[src/rtl/joypad_poll_ctrl.sv]
// NES controller poll sequencer: latch, seven pad clocks, eight samples.
// Produces a parallel button byte (1 = pressed) once per poll.
`timescale 1ns/1ps
module joypad_poll_ctrl #(
   parameter int CLK_DIV = 6
) (
   input  logic       clk,
   input  logic       rst_n,
   input  logic       start,
   input  logic       pad_data_n,
   output logic       pad_latch,
   output logic       pad_clk_n,
   output logic       busy,
   output logic [7:0] btn,
   output logic       btn_vld
);

   typedef enum logic [2:0] {
      IDLE,
      LATCH,
      WAIT0,
      CLK_LO,
      CLK_HI,
      DONE
   } state_t;

   localparam logic [7:0] CNT_LOAD = 8'(CLK_DIV - 1);

   state_t     state;
   state_t     state_nxt;
   logic [7:0] cnt;
   logic [2:0] idx;
   logic [7:0] shift;
   logic [1:0] sync;
   logic       last;
   logic       bit_s;
   logic       latch_nxt;
   logic       clk_n_nxt;
   logic       busy_nxt;
   logic       vld_nxt;

   assign last  = (cnt == 8'd0);
   assign bit_s = ~sync[1];

   // State register and registered pad/handshake outputs
   always_ff @(posedge clk or negedge rst_n) begin
      if (!rst_n) begin
         state     <= IDLE;
         pad_latch <= 1'b0;
         pad_clk_n <= 1'b1;
         busy      <= 1'b0;
         btn_vld   <= 1'b0;
      end else begin
         state     <= state_nxt;
         pad_latch <= latch_nxt;
         pad_clk_n <= clk_n_nxt;
         busy      <= busy_nxt;
         btn_vld   <= vld_nxt;
      end
   end

   // Next-state: every timed phase lasts until the down-counter hits zero
   always_comb begin
      state_nxt = state;
      unique case (state)
         IDLE:   if (start) state_nxt = LATCH;
         LATCH:  if (last) state_nxt = WAIT0;
         WAIT0:  if (last) state_nxt = CLK_LO;
         CLK_LO: if (last) state_nxt = CLK_HI;
         CLK_HI: if (last) state_nxt = (idx == 3'd7) ? DONE : CLK_LO;
         DONE:   state_nxt = start ? LATCH : IDLE;
         default: state_nxt = IDLE;
      endcase
   end

   // Outputs are decoded from the next state so they align with state entry
   always_comb begin
      latch_nxt = (state_nxt == LATCH);
      clk_n_nxt = (state_nxt != CLK_LO);
      busy_nxt  = (state_nxt != IDLE);
      vld_nxt   = (state_nxt == DONE);
   end

   // Two-flop synchronizer; idles released (high) out of reset
   always_ff @(posedge clk or negedge rst_n) begin
      if (!rst_n) sync <= 2'b11;
      else        sync <= {sync[0], pad_data_n};
   end

   // Phase timer reloads on every state change
   always_ff @(posedge clk or negedge rst_n) begin
      if (!rst_n) begin
         cnt <= 8'd0;
      end else if (state_nxt != state) begin
         cnt <= CNT_LOAD;
      end else if (!last) begin
         cnt <= cnt - 8'd1;
      end
   end

   // Bit capture at the end of WAIT0 and each CLK_HI phase
   always_ff @(posedge clk or negedge rst_n) begin
      if (!rst_n) begin
         shift <= 8'h00;
         idx   <= 3'd0;
      end else if (state == WAIT0 && last) begin
         shift[0] <= bit_s;
         idx      <= 3'd1;
      end else if (state == CLK_HI && last) begin
         shift[idx] <= bit_s;
         if (idx != 3'd7) idx <= idx + 3'd1;
      end
   end

   // Result byte publishes with bit 7 folded in so it is valid during DONE
   always_ff @(posedge clk or negedge rst_n) begin
      if (!rst_n) begin
         btn <= 8'h00;
      end else if (state == CLK_HI && last && idx == 3'd7) begin
         btn <= {bit_s, shift[6:0]};
      end
   end

endmodule
[config.mk]
export PLATFORM = sky130hd
export DESIGN_NAME = joypad_poll_ctrl
export DESIGN_NICKNAME = d
export VERILOG_FILES = /design/src/rtl/joypad_poll_ctrl.sv
export SDC_FILE = /design/constraint.sdc
export NUM_CORES = 1
export LEC_CHECK = 0
export CORE_ASPECT_RATIO = 1.75
export CORE_MARGIN = 2
export CORE_UTILIZATION = 50
export CTS_CLUSTER_DIAMETER = 40
export CTS_CLUSTER_SIZE = 20
export DETAILED_ROUTE_END_ITERATION = 8
export PLACE_DENSITY = 0.81
export SLEW_MARGIN = 20
export SYNTH_ARGS = -nofsm -noshare
export SYNTH_HDL_FRONTEND = slang
export SYNTH_SLANG_ARGS = --single-unit
[constraint.sdc]
create_clock -name clk -period 2.4 [get_ports clk]
set_input_delay 0.24 -clock clk [delete_from_list [all_inputs] [get_ports clk]]
set_output_delay 0.24 -clock clk [all_outputs]
set_load 0.005 [all_outputs]
==> flow_summary.toml, run 1 <==
[logic_synthesis]
synth_warnings = 0
synth_area_leaders = "dfrtp_1 (48%), dfstp_2 (4.7%), mux2_2 (4.7%), mux2i_1 (4.2%), nor2_1 (2.5%)"
ys_seq_elements = 35
yosysTopAreaCell = "dfrtp_1"
netlist_instances = 148
synth_top_area_frac = 0.4801
syn_avg_cell_area_sq_um = 11.27
synthDistinctLibCells = 40
synth.cell_area_sq_um = 1668
yosysSeqAreaShare = 0.5274
synth_nets = 155

[clock_network]
clkTransAtPathRegs_ns = 0.07
numCtsBuffers = 5
clk_latency_ns = 0.29
cts_sinks = 35
hold_buffers = 0
post-cts-setup-buffers = 0
htree_levels = 2
cts_resized = 0
root_buffer = "clkbuf_8"
cts_max_path_buffers = 2
cts_tree = "built"

[critical_path]
required_ns = 2.57
r2r_setup_slack_ns = 0.17
reg2regPathDepth = 6
crit_path_end_kind = "flip-flop"
start_kind = "flip-flop"
worstPathArrival_ns = 2.40
regToRegEndpoint = "btn[2]"
cp_max_fo = 11
critPathKind = "reg -> reg"
r2r_start = "cnt[0]"

[grt]
grt.busiest_layer = "met2"
met2_usage = 0.3095
grt_util_met1 = 0.2365
grt_max_degree = 36
grt_pass1_vias = 1176
grt_pass1_wl_mm = 5.271
use_met3 = 0.04494
antenna_found_initial = 0
grt_remaining_overflow = 0
track_usage = 0.1949

[cells_and_area]
final_cell_mix = "dfrtp_1 (32), clkdlybuf4s50_1 (15), nor2_1 (11), inv_1 (9), nand2_1 (8)"
drive_gt1_frac = 0.1706
syn_to_final_growth_pct = 16.65
layout_commonest_cell = "dfrtp_1"
post-route-util = 0.6127
nets = 176
antenna_cells = 0
stdcell_area_sq_um = 1946

[sta]
finalSetupViolations = 0
clock.fmax_mhz = 449.3
grt_setup_unrepaired = "false"
report.final.hold_viol_count = 0
skew_ns = 0.008648
layout_min_cycle_time_ns = 2.226
finalSetupTns_ns = 0
slew_violations = 0
worstMarginPinSlew_ns = 0.4965
max_slew_margin = 0.6665
fin_crit_sh = 0.9274

[placement]
hpwl_mm = 2.271
placed_area_sq_um = 1861
port_buffers = 15
globalplace.congestion = 0.8748

[die]
fp-row-count = 27
ios = 16
core-area_sq_um = 3176
die_height_microns = 80.41
start_util = 0.5252
dieArea_sq_um = 3832
die_w_microns = 47.66

[power_and_ir_drop]
peakVddDrop_mv = 0.5002
powerDensity_nw_per_um2 = 532.9
power_leakage_nw = 0.8477

[detailed_routing]
drc = 0
vias_per_cell = 5.582
drt_iter0_drc = 32
post_drt_wl_per_cell_microns = 14.99
detail-route-antenna-nets = 0
wirelength_mm = 3.192
vias = 1189
first_pass_iters = 4

[worst_hold_path]
hold_path.class = "reg -> reg"
worstHoldPathCells = 0
hp-start = "sync[0]"
worstHoldEndpoint = "sync[1]"

[outcome]
outcome = "finished clean"

[run]
cap_violations = 0
==> synth_stat cells, drive strengths merged <==
cell type  number
a22o            2
a31oi           1
mux2            7
nand4b          1
and3            1
a21oi           7
nand2           8
nor2           11
o21bai          1
o21ai           5
xor2            4
or3b            1
a211oi          2
clkbuf          3
or3             2
and2b           1
dfrtp          32
inv             9
nor4            7
buf             4
a21o            1
nand3b          1
o31ai           4
dfstp           3
nand2b          5
ha              3
a41oi           1
nand3           3
nand4           1
o41ai           1
xnor2           4
nor3            5
mux2i           7
==> registers in the layout, indices dropped and copies added, names as in the netlist, 2 cells and up <==
signal,cells
btn,8
cnt,8
shift,7
idx,3
state,3
sync,2
==> power breakdown <==
group          switching [mW]  internal (mW)
registers             0.00406          0.596
logic                  0.0150        0.00806
clock network           0.211          0.202
total                   0.230          0.807
==> kinds of logic after synthesis <==
group,share of synthesized area
AO/OA/AOI/OAI,0.1073
XOR/XNOR,0.04201
adder cells (fa/ha/maj),0.02251
AND/OR/NAND/NOR,0.1576
multiplexers,0.08928
buffers and inverters,0.05400
flip-flops,0.5274
==> stage by stage <==
stage	hold WS [ns]	total power, mW	setup slack [ns]	std cells
after global placement	0.3469	0.6340	0.2496	205
after detailed placement	0.3595	0.6351	0.1954	205
after global routing	0.3543	1.068	0.06732	213
final	0.3549	1.037	0.1743	213
after CTS	0.3534	1.051	0.1860	213
after floorplan	-0.05559	0.6152	0.4179	148
==> metal layers <==
metal,share of wire,wire length (microns)
met2,0.55,1761
met1,0.39,1246
met3,0.036,116
met5,0,0
met4,0.021,68
==> layout make-up <==
class,count,area [sq um]
clock buffers,6,72.57
flip-flops and latches,35,879.6
inverters,9,33.78
fillers,286,1230
clock inverters,2,12.51
repair buffers,21,195.2
multi-input cells,97,698.2
well taps,43,53.80
==> critical path, cell delays in order (launching register included) <==
cell and delay (ns):
dfrtp_1 0.42, inv_1 0.11, ha_1 0.30, and3_2 0.37, a21oi_1 0.17, a21oi_4 0.35, mux2_2 0.38
==> how the worst max path moves through the flow <==
stage | startpoint | endpoint | slack (ns) | cells after the start
6_report | cnt[0] | btn[2] | 0.17 | 6
5_1_grt | cnt[0] | btn[2] | 0.07 | 6
4_1_cts | cnt[0] | btn[2] | 0.19 | 6
3_5_place_dp | cnt[0] | btn[2] | 0.20 | 6
3_3_place_gp | cnt[0] | btn[5] | 0.25 | 6
2_1_floorplan | cnt[3] | btn[0] | 0.42 | 6
No activity file was read; power rests on OpenSTA's default activity.
==> inputs of run 2 (changes only) <==
- CTS_CLUSTER_DIAMETER: 40 -> default
==> results of run 2 <==
No change in the layout: final DEF, timing and power equal those of run 1.
==> inputs of run 3 (changes only) <==
- TNS_END_PERCENT: default -> 5
==> results of run 3 <==
No change in the layout: final DEF, timing and power equal those of run 1.
